--- config.mk ---
export PLATFORM = sky130hd
export DESIGN_NAME = ofdm_data_framer
export DESIGN_NICKNAME = d
export VERILOG_FILES = /design/src/rtl/ofdm_data_framer.sv
export SDC_FILE = /design/constraint.sdc
export NUM_CORES = 1
export LEC_CHECK = 0
export ABC_AREA = 1
export CAP_MARGIN = 20
export CORE_MARGIN = 3
export CORE_UTILIZATION = 50
export CTS_CLUSTER_DIAMETER = 60
export DETAILED_ROUTE_END_ITERATION = 8
export PLACE_DENSITY = 0.71
export SKIP_LAST_GASP = 1
export SLEW_MARGIN = 25
export SYNTH_ARGS = -nofsm -noshare
export SYNTH_HDL_FRONTEND = slang
export SYNTH_SLANG_ARGS = --single-unit
--- constraint.sdc ---
create_clock -name clock -period 3.7 [get_ports clock]
set_input_delay 0.74 -clock clock [delete_from_list [all_inputs] [get_ports clock]]
set_output_delay 0.74 -clock clock [all_outputs]
set_load 0.005 [all_outputs]
--- src/rtl/ofdm_data_framer.sv ---
// ofdm_data_framer
//   Builds the 802.11a DATA field for one PPDU and streams it out bit-serially.
//   The field is SERVICE (16 zero bits), the PSDU (LSB first), a 6-bit tail and
//   pad bits up to a whole OFDM symbol. Everything except the tail is scrambled
//   with x^7+x^4+1, which restarts from SEED at every frame.
//
//   Build option FRAMER_SIGNAL_EN: when defined, the 24-bit SIGNAL field is
//   sent unscrambled ahead of SERVICE.
//
// Ports
//   clock, reset              rising-edge clock, synchronous active-high reset
//   start_req/rate/len        frame request, sampled only while idle
//   start_ack / start_err     1-cycle accept / reject pulses
//   in_data/in_valid/in_ready PSDU byte stream
//   out_bit/out_valid/out_ready  framed serial bit stream
//   busy                      high from start_ack until the done cycle
//   done                      pulses with the transfer of the final bit
module ofdm_data_framer #(
  parameter int         LEN_MAX = 200,
  parameter logic [6:0] SEED    = 7'h5D
) (
  input  logic        clock,
  input  logic        reset,
  input  logic        start_req,
  input  logic [3:0]  start_rate,
  input  logic [11:0] start_len,
  output logic        start_ack,
  output logic        start_err,
  input  logic [7:0]  in_data,
  input  logic        in_valid,
  output logic        in_ready,
  output logic        out_bit,
  output logic        out_valid,
  input  logic        out_ready,
  output logic        busy,
  output logic        done
);

  localparam logic [11:0] LEN_MAX_C = 12'(LEN_MAX);

  typedef enum logic [2:0] {
    S_IDLE, S_SIGNAL, S_SERVICE, S_PSDU, S_TAIL, S_PAD
  } state_t;

  state_t      r_state;
  logic [6:0]  r_scr;
  logic [7:0]  r_ndbps;
  logic [7:0]  r_sym;       // bit position within the current OFDM symbol
  logic [4:0]  r_cnt;       // bit counter for SIGNAL / SERVICE / TAIL
  logic [11:0] r_byte_rem;  // PSDU bytes still to be accepted
  logic [7:0]  r_sreg;
  logic [3:0]  r_sbits;     // bits left in r_sreg
  logic        r_ack, r_err, r_busy;
`ifdef FRAMER_SIGNAL_EN
  logic [23:0] r_sig;
`endif

  // Output slot: the raw bit plus how to treat it when it transfers. The
  // scrambler is only applied and advanced on the transfer itself, so a
  // stalled bit keeps a stable value.
  logic        r_ov, r_od, r_omix, r_oadv, r_olast;

  logic        w_fb, w_xfer, w_slot_free, w_sym_wrap;
  logic        w_rate_ok, w_len_ok;
  logic [7:0]  w_ndbps;

  assign w_fb        = r_scr[6] ^ r_scr[3];
  assign w_xfer      = r_ov & out_ready;
  assign w_slot_free = ~r_ov | w_xfer;
  assign w_sym_wrap  = (r_sym == r_ndbps - 8'd1);
  assign w_len_ok    = (start_len != 12'd0) && (start_len <= LEN_MAX_C);

  always_comb begin
    w_rate_ok = 1'b1;
    w_ndbps   = 8'd24;
    case (start_rate)
      4'b1011: w_ndbps = 8'd24;
      4'b1111: w_ndbps = 8'd36;
      4'b1010: w_ndbps = 8'd48;
      4'b1110: w_ndbps = 8'd72;
      4'b1001: w_ndbps = 8'd96;
      4'b1101: w_ndbps = 8'd144;
      4'b1000: w_ndbps = 8'd192;
      4'b1100: w_ndbps = 8'd216;
      default: w_rate_ok = 1'b0;
    endcase
  end

  assign start_ack = r_ack;
  assign start_err = r_err;
  assign busy      = r_busy;
  assign out_valid = r_ov;
  assign out_bit   = r_od ^ (r_omix & w_fb);
  assign done      = w_xfer & r_olast;
  assign in_ready  = (r_state == S_PSDU) && (r_sbits == 4'd0);

  always_ff @(posedge clock) begin
    if (reset) begin
      r_state    <= S_IDLE;
      r_scr      <= SEED;
      r_ndbps    <= 8'd24;
      r_sym      <= 8'd0;
      r_cnt      <= 5'd0;
      r_byte_rem <= 12'd0;
      r_sreg     <= 8'd0;
      r_sbits    <= 4'd0;
      r_ack      <= 1'b0;
      r_err      <= 1'b0;
      r_busy     <= 1'b0;
      r_ov       <= 1'b0;
      r_od       <= 1'b0;
      r_omix     <= 1'b0;
      r_oadv     <= 1'b0;
      r_olast    <= 1'b0;
`ifdef FRAMER_SIGNAL_EN
      r_sig      <= 24'd0;
`endif
    end else begin
      r_ack <= 1'b0;
      r_err <= 1'b0;

      if (w_xfer) begin
        if (r_oadv)  r_scr  <= {r_scr[5:0], w_fb};
        if (r_olast) r_busy <= 1'b0;
      end

      // Slot empties by default; a generating state below refills it.
      if (w_slot_free) begin
        r_ov    <= 1'b0;
        r_od    <= 1'b0;
        r_omix  <= 1'b0;
        r_oadv  <= 1'b0;
        r_olast <= 1'b0;
      end

      if (in_ready && in_valid) begin
        r_sreg     <= in_data;
        r_sbits    <= 4'd8;
        r_byte_rem <= r_byte_rem - 12'd1;
      end

      case (r_state)
        S_IDLE: begin
          // busy still high means the last bit has not transferred yet
          if (start_req && !r_busy) begin
            if (w_rate_ok && w_len_ok) begin
              r_ack      <= 1'b1;
              r_busy     <= 1'b1;
              r_ndbps    <= w_ndbps;
              r_byte_rem <= start_len;
              r_sym      <= 8'd0;
              r_cnt      <= 5'd0;
              r_sbits    <= 4'd0;
              r_scr      <= SEED;
`ifdef FRAMER_SIGNAL_EN
              r_sig      <= {6'b0, ^{start_rate, 1'b0, start_len}, start_len, 1'b0, start_rate};
              r_state    <= S_SIGNAL;
`else
              r_state    <= S_SERVICE;
`endif
            end else begin
              r_err <= 1'b1;
            end
          end
        end

`ifdef FRAMER_SIGNAL_EN
        S_SIGNAL: if (w_slot_free) begin
          r_ov  <= 1'b1;
          r_od  <= r_sig[0];
          r_sig <= r_sig >> 1;
          r_cnt <= r_cnt + 5'd1;
          if (r_cnt == 5'd23) begin
            r_cnt   <= 5'd0;
            r_state <= S_SERVICE;
          end
        end
`endif

        S_SERVICE: if (w_slot_free) begin
          r_ov   <= 1'b1;
          r_omix <= 1'b1;
          r_oadv <= 1'b1;
          r_sym  <= w_sym_wrap ? 8'd0 : r_sym + 8'd1;
          r_cnt  <= r_cnt + 5'd1;
          if (r_cnt == 5'd15) begin
            r_cnt   <= 5'd0;
            r_state <= S_PSDU;
          end
        end

        S_PSDU: if (w_slot_free && r_sbits != 4'd0) begin
          r_ov    <= 1'b1;
          r_od    <= r_sreg[0];
          r_omix  <= 1'b1;
          r_oadv  <= 1'b1;
          r_sreg  <= r_sreg >> 1;
          r_sbits <= r_sbits - 4'd1;
          r_sym   <= w_sym_wrap ? 8'd0 : r_sym + 8'd1;
          if (r_sbits == 4'd1 && r_byte_rem == 12'd0) r_state <= S_TAIL;
        end

        S_TAIL: if (w_slot_free) begin
          // tail bits go out as zero but still clock the scrambler
          r_ov   <= 1'b1;
          r_oadv <= 1'b1;
          r_sym  <= w_sym_wrap ? 8'd0 : r_sym + 8'd1;
          r_cnt  <= r_cnt + 5'd1;
          if (r_cnt == 5'd5) begin
            r_cnt <= 5'd0;
            if (w_sym_wrap) begin
              r_olast <= 1'b1;
              r_state <= S_IDLE;
            end else begin
              r_state <= S_PAD;
            end
          end
        end

        S_PAD: if (w_slot_free) begin
          r_ov   <= 1'b1;
          r_omix <= 1'b1;
          r_oadv <= 1'b1;
          r_sym  <= w_sym_wrap ? 8'd0 : r_sym + 8'd1;
          if (w_sym_wrap) begin
            r_olast <= 1'b1;
            r_state <= S_IDLE;
          end
        end

        default: r_state <= S_IDLE;
      endcase
    end
  end

endmodule

==> results of run 1 <==
==> synthesized netlist by cell type, drive strengths merged <==
cell | number | area, um^2
a31o | 1 | 8.76
clkinv | 1 | 3.75
ha | 9 | 113
dfxtp | 61 | 1220
nor3 | 6 | 30.0
buf | 2 | 16.3
o22ai | 9 | 56.3
nor2 | 67 | 264
o31ai | 1 | 7.51
a21oi | 24 | 120
nand3b | 2 | 15.0
nand4 | 6 | 37.5
nand2 | 131 | 499
clkbuf | 6 | 22.5
a211oi | 5 | 37.5
a31oi | 2 | 12.5
xor2 | 15 | 131
inv | 77 | 289
a22o | 1 | 8.76
o21ai | 40 | 200
or2 | 2 | 12.5
nand3 | 40 | 205
o211ai | 4 | 30.0
xnor2 | 1 | 8.76
o32ai | 1 | 8.76
==> tightest hold or removal path, cell delays in order (launching register included) <==
cell and delay (ps):
dfxtp_1 300, inv_1 60, a211oi_1 60
==> per-stage QoR <==
stage,cells,cell area (um^2)
after floorplan,514,3360
after global placement,621,3790
after detailed placement,621,3790
after CTS,637,4000
after global routing,637,4000
final,637,4000
==> sequential cells by signal, summed over array words and instances, names as in the netlist <==
| register | cells |
|---|---|
| r_byte_rem | 12 |
| r_sreg | 8 |
| r_sym | 8 |
| r_scr | 7 |
| r_ndbps | 6 |
| r_cnt | 5 |
| r_sbits | 4 |
| r_state | 3 |
| busy | 1 |
| out_valid | 1 |
| r_oadv | 1 |
| r_od | 1 |
| r_olast | 1 |
| r_omix | 1 |
| start_ack | 1 |
| start_err | 1 |
==> per-layer routing <==
layer,vias to the layer above,global-route usage (%),share of wire [%]
met2,66,36.4,47
met5,-,0,0
li1,1735,-,-
met1,1474,28.8,48
met3,10,4.33,3.7
met4,0,7.67,1.3
==> worst max path at each step <==
stage | from | to | slack (ps) | cells past startpoint
finish | out_ready | done | 920 | 4
global route | out_ready | done | 870 | 4
CTS | out_ready | done | 910 | 4
detailed placement | out_ready | done | 910 | 4
global placement | out_ready | done | 940 | 4
floorplan | start_len[8] | r_byte_rem[5] | 1730 | 7
==> power groups by stage <==
stage	sequential (uW)	combinational (uW)	clock (uW)
2_1_floorplan	737	238	0
3_3_place_gp	742	321	0
3_5_place_dp	743	332	0
4_1_cts	729	333	657
5_1_grt	735	382	689
6_report	730	333	644
==> cell usage in the layout (no fill, tap or decap), types with 3 or more instances in the layout <==
master	n
dfxtp_1	61
a21oi_1	24
nand3_1	39
nand2_2	3
o211ai_1	4
nand4_1	6
o21ai_0	39
clkbuf_1	3
nor3_1	6
ha_1	9
a211oi_1	5
o22ai_1	9
nand2_1	128
xor2_1	15
nor2_1	64
clkbuf_8	9
inv_1	76
clkdlybuf4s50_1	35
buf_4	3
==> final cells by class <==
| class | count | area share, % |
|---|---|---|
| Tap cell | 77 | 2.41 |
| Multi-Input combinational cell | 367 | 45.2 |
| Sequential cell | 61 | 30.5 |
| Clock inverter | 4 | 1.82 |
| Timing Repair Buffer | 38 | 9.33 |
| Clock buffer | 12 | 3.38 |
| Inverter | 78 | 7.32 |
==> cell families after synthesis <==
family	share of synthesized area, %
and+or+nand+nor	31.7
AOI/OAI and AO/OA	14.6
buffers and inverters	9.87
DFF	36.4
xor gates and xnor gates	4.17
adders and majority gates	3.35
==> reports/results.tsv, run 1 <==
metric	value	unit
total_power	1710	uW
cts_resized	0	
fp-row-count	29	
fillers	607	
io_buffers	35	
worstPathRequired	2960	ps
reg2reg_slack	1520	ps
syn_inst	514	
rsz0062_at_grt	no	
hold_path_class	reg -> reg	
cp-start-kind	primary input	
final_nets	593	
drv_slew	0	
swShare	30.0	%
utilization	62.2	%
tightestPinTransition	496	ps
cts_tree	built	
clockPowerShare	37.7	%
finalSetupViolCount	0	
grt_max_degree	27	
via_per_inst	5.16	
grt_pass1_vias	3107	
syn_area	3360	um^2
wl	7850	um
pin_count	36	
fmax	360	MHz
crit_path_max_incr_delay	540	ps
cts_hold_buf	0	
r2r-start	r_sbits[0]	
r2r_cells	10	
critPathSlowestCell	clkdlybuf4s50_1	
yosysUniqueCellTypes	32	
cp_cell_sequence	clkdlybuf4s50_1 > nand2_1 > nor2_1 > clkdlybuf4s50_1	
wl_per_cell	12.3	um
cts_max_level	3	
synth_nets	552	
area.sequential	1220	um^2
whs	469	ps
p_int	1200	uW
max_slew_margin	66.8	%
hp-start	r_sreg[7]	
layout_setup_ws	923	ps
hold_path_end	r_sreg[7]	
ir_drop	0.264	mV
switchingPower	512	uW
critPathMaxFanout	2	
core-area	6420	um^2
crit_type	in -> out	
track_usage	22.1	%
powerDensity	427	nW/um^2
outcome	completed	
min_path_cells	2	
start_util	52.3	%
cts.sinks	61	
die_h	88.0	um
dp_worst_setup_slack	914	ps
antenna_found_initial	0	
min_period	2780	ps
clkTransAtPathRegs	70	ps
area_growth	19.0	%
synth_seq_area_share	36.4	%
end_kind	output pin	
grt_overflow_total	0	
dr.first_iter.drc_count	201	
diodes	0	
hold_viol	0	
multi_input_area	1810	um^2
drc	0	
fin_skew	8.82	ps
fin_crit_sh	75.1	%
ys_ff_latch	61	
totalNegativeSetupSlack	0	ps
syn-mean-instance-area	6.54	um^2
critical-path-top-delay-family	buffers and inverters	
clockBufferDepth	2	
die-area	7740	um^2
drive_gt1_share	4.46	%
root_buffer	clkbuf_8	
cp.arrival	2040	ps
p_leak	0.00176	uW
crit_top_cell	clkdlybuf4s50_1	
r2r_end	r_byte_rem[10]	
final_antenna_net_count	0	
clock_latency	340	ps
yosys_warnings	0	
place.gp.congestion	0.854	
cts_buffers	9	
post_cts_buffers	0	
via_count	3285	
die_x	88.0	um
dr.pass1.iters	4	
comb_power_share	19.5	%
grt_pass1_wl	13600	um
dp_hpwl	5870	um
path_buf_inv	2	
maxCapViolCount	0	
power_frac_seq	42.8	%
(Power assumes the default switching activity.)
==> inputs of run 2 (changes only) <==
PLACE_DENSITY = 0.74   (was 0.71)
clock period = 2.55 ns   (was 3.7 ns; I/O delays follow)
==> reports/results.tsv, run 2 (same netlist as run 1, synthesis figures left out) <==
metric	value	unit	change
outcome	completed		
drc	0		unchanged
hp-start	r_oadv		
powerDensity	600	nW/um^2	+41%
end_kind	output pin		
wl	7920	um	+0.96%
cts_hold_buf	0		unchanged
antenna_found_initial	0		unchanged
hold_viol	0		unchanged
die-area	7740	um^2	unchanged
finalSetupViolCount	0		unchanged
fin_crit_sh	93.4	%	
min_path_cells	2		unchanged
worstPathRequired	2040	ps	-920 ps
drive_gt1_share	5.65	%	+1.2 points
fin_skew	7.52	ps	-1.31 ps
r2r-start	r_ndbps[2]		
min_period	2380	ps	
fmax	420	MHz	
grt_pass1_wl	13100	um	-3.8%
crit_type	reg -> out		
max_slew_margin	73.4	%	+6.6 points
layout_setup_ws	168	ps	-755 ps
via_per_inst	5.08		-1.5%
cts.sinks	61		unchanged
tightestPinTransition	396	ps	-99.6 ps
area_growth	19.9	%	
diodes	0		unchanged
final_nets	599		+1.0%
largest_reg_flops	12		unchanged
dr.first_iter.drc_count	162		-19%
cts_max_level	3		unchanged
grt_max_degree	19		-30%
r2r_cells	10		unchanged
io_buffers	35		unchanged
start_util	52.3	%	unchanged
hold_path_end	r_oadv		
clock_latency	340	ps	about the same
fillers	621		+2.3%
dp_worst_setup_slack	143	ps	-771 ps
rsz0062_at_grt	no		
drv_slew	0		unchanged
final_cells	643		+0.94%
post_cts_buffers	0		unchanged
clkTransAtPathRegs	70	ps	about the same
ir_drop	0.382	mV	+45%
utilization	62.7	%	+0.47 points
maxCapViolCount	0		unchanged
pin_count	36		unchanged
cts_tree	built		
place.gp.congestion	0.916		+7.2%
die_h	88.0	um	unchanged
root_buffer	clkbuf_8		
reg2reg_slack	580	ps	-940 ps
top_regs	r_byte_rem (12), r_sreg (8), r_sym (8)		
grt_pass1_vias	3057		-1.6%
hold_path_class	reg -> reg		
cts_resized	0		unchanged
regMostFlops	r_byte_rem		
core-area	6420	um^2	unchanged
total_power	2420	uW	+42%
r2r_end	r_state[0]		
final_antenna_net_count	0		unchanged
grt_overflow_total	0		unchanged
die_x	88.0	um	unchanged
cp-start-kind	flip-flop		
totalNegativeSetupSlack	0	ps	unchanged
dp_hpwl	6050	um	+3.1%
wl_per_cell	12.3	um	about the same
dr.pass1.iters	4		unchanged
cp.arrival	1870	ps	-170 ps
final_cell_mix	nand2_1, inv_1, nor2_1		
clockBufferDepth	2		unchanged
track_usage	21.4	%	-0.72 points
via_count	3266		-0.58%
dpl.cell_count	627		+0.97%
critPathMaxFanout	4		+2
final_common_cell	nand2_1		
cts_buffers	9		unchanged
fp-row-count	29		unchanged
p_leak	0.00179	uW	+1.4%
==> run 2: stage by stage <==
stage                     hold slack (ps)  instance area (um^2)
after global routing                  490                  4030
final                                 471                  4030
after floorplan                       437                  3360
after detailed placement              458                  3830
after global placement                454                  3830
after CTS                             471                  4030
==> run 2: critical path, stage by stage, from the launching register on <==
cell and delay [ps]:
dfxtp_1 340, inv_1 90, ha_1 180, nand2_1 80
nor2_1 280, clkdlybuf4s50_1 570
==> run 2: area by class of cell <==
cell class,instances,area (um^2),area share [%]
Tap cell,77,96.3,2.39
Clock inverter,4,47.5,1.18
Sequential cell,61,1220,30.3
Timing Repair Buffer,44,418,10.4
Inverter,78,293,7.27
Clock buffer,12,145,3.60
Multi-Input combinational cell,367,1810,44.9
==> run 2: routing by layer <==
metal  track usage [%]  vias to the layer above  part of all wire, %
met5                 0                        -                    0
met1              25.5                     1436                   45
met2              36.2                       73                   49
met3              6.49                        8                  4.9
li1                  -                     1749                    -
met4              7.67                        0                  1.0
==> run 2: power by group <==
part           internal, uW  switching, uW
Combinational           189            312
Clock                   475            381
Sequential             1010           52.1
==> run 2: how the worst max path moves through the flow <==
stage / startpoint / to / slack, ps
2_1_floorplan: start_len[8] / r_byte_rem[5] / 810
3_3_place_gp: out_ready / r_sym[3] / 230
3_5_place_dp: out_ready / r_sym[3] / 140
4_1_cts: r_sbits[0] / in_ready / 180
5_1_grt: r_sbits[0] / in_ready / 60
6_report: r_sbits[0] / in_ready / 170
==> patch, RTL diff (flow settings as in run 2) <==
Re-encode `state_t` (6 states) as one-hot, 6 bits wide.
--- a/src/rtl/ofdm_data_framer.sv
+++ b/src/rtl/ofdm_data_framer.sv
@@ -38,8 +38,8 @@
 
   localparam logic [11:0] LEN_MAX_C = 12'(LEN_MAX);
 
-  typedef enum logic [2:0] {
-    S_IDLE, S_SIGNAL, S_SERVICE, S_PSDU, S_TAIL, S_PAD
+  typedef enum logic [5:0] {
+    S_IDLE = 6'b000001, S_SIGNAL = 6'b000010, S_SERVICE = 6'b000100, S_PSDU = 6'b001000, S_TAIL = 6'b010000, S_PAD = 6'b100000
   } state_t;
 
   state_t      r_state;
Function: same outputs for any inputs over 10 cycles, from zero or initial values and one cycle with reset high; not proved beyond that.
==> patch against run 2 <==
Sequential cell count rose by 2; setup slack improved by 0.062 ns; area after synthesis rose by 11%; design area is 9.8% higher; global-route usage shrank 1.1 points; cell count increased by 9.2%; routed wire length rose by 6.4%; critical path depth fell by 1; highest routed layer unchanged; count of clock-buffer cells in the layout shrank 2; sequential power grew 8%; combinational power is 93% higher; sequential share of layout area fell by 1.8 points; synthesized cell count rose by 9.1%; power increased by 29%.
==> patch: results <==
[run_status]
status = complete, no violations

[route]
wirelength_um = 8430
via_count = 3630
drt_iter0_drc = 201
wire_per_inst_um = 12.0
firstDrtPassIters = 6

[cts]
cts_made_buffers = 9
cts_setup_buffers = 0
cts_resized = 0

[critical_path]
arrival_ns = 1.81
crit_family = simple AND/OR/NAND/NOR gates
critPathMaxFanout = 7
cp_slowest_cell = clkdlybuf4s50_1
cpPeakStageDelay_ns = 0.51

[placed_design]
placed_cells = 686
place_area_mm2 = 0.00419
gp_congestion = 0.836
dp_slack_ns = 0.0878
hpwl_um = 6250
io_buffers = 35

[timing]
maxSlewHeadroom_pct = 66.8
clock_skew_ns = 0.0157

[power_and_ir_drop]
p_leak_nw = 1.99
powerComb_mw = 0.967
pg_clk_mw = 1.00
p_per_area_mw_per_mm2 = 703
p_switching_mw = 1.12
ir_worst_vdd_v = 0.000372

[yosys]
synth_ff_type = dfxtp_1
syn-num-nets = 600
synth.area.top_cells = dfxtp_1 34%, nand2_1 14%, inv_1 7.0%, nor2_1 6.7%, nand3_1 5.4%
ys_top_cells_by_count = 138 x nand2_1, 70 x inv_1, 67 x nor2_1
synth.avg_cell_area_um2 = 6.67
yosysSeqAreaShare_pct = 33.7
ys_types = 38

[global_route]
grt_max_degree = 26
grt_pass1_wl_um = 14400
grtUsageTotal_pct = 20.3
grt_pass1_vias = 3353
antenna_found_initial = 0

[final_layout]
reg.largest.list = r_byte_rem (12), r_sreg (8), r_sym (8)
nets = 640
drive_above_1_share_pct = 9.74

[run]
maxCapViolCount = 0

[floorplan]
start_util_pct = 53.3
-- patch: changes by cell type after synthesis, moves of 5 or more --
cell	delta
nor2_2	+6
nor2_4	+5
o21ai_1	+20
inv_1	-6
o21ai_0	-17
inv_2	+10
a21oi_1	-5
nand2_1	+10
-- patch: worst paths after layout --
kind	from	to	slack (ns)	depth (start not counted)
setup reg to reg	r_ndbps[2]	r_state[2]	0.56	11
hold / removal	r_sreg[7]	r_sreg[7]	0.45	2
setup / recovery	r_state[0]	in_ready	0.23	4
hold reg to reg	r_sreg[7]	r_sreg[7]	0.45	2
-- patch: kinds of logic (layout without fill, tap and decap cells) --
group | Yosys count | in the layout | synth area share (%)
XOR/XNOR | 21 | 21 | 4.92
AO/OA/AOI/OAI | 86 | 86 | 13.0
buffers and inverters | 91 | 136 | 9.43
adder cells (fa/ha/maj) | 10 | 10 | 3.35
flip-flops | 63 | 63 | 33.7
AND/OR/NAND/NOR | 290 | 290 | 35.6
-- patch: cell type report --
class                   instances  area (um^2)
multi-input cells             407         2130
fillers                       657         2600
repair buffers                 39          380
clock buffers                  10          138
well taps                      96          120
inverters                      81          304
flip-flops and latches         63         1260
clock inverters                 6         92.6
-- patch: routing by layer --
layer | vias up | track usage, % | part of all wire [%]
li1 | 1892 | - | -
met2 | 106 | 33.1 | 45
met4 | 0 | 6.93 | 1.7
met3 | 15 | 4.63 | 5.4
met1 | 1617 | 26.2 | 48
met5 | - | 0 | 0
-- patch: worst register-to-register path, stage by stage, from the launching register on --
cell and delay (ns):
dfxtp_1 0.36, inv_1 0.11, ha_1 0.32, inv_1 0.04, nand2_1 0.06, nand4_1 0.08
nor2_1 0.11, nand4_1 0.26, nand2_1 0.28, nand2_2 0.11, nor2_1 0.11, nor2_1 0.05
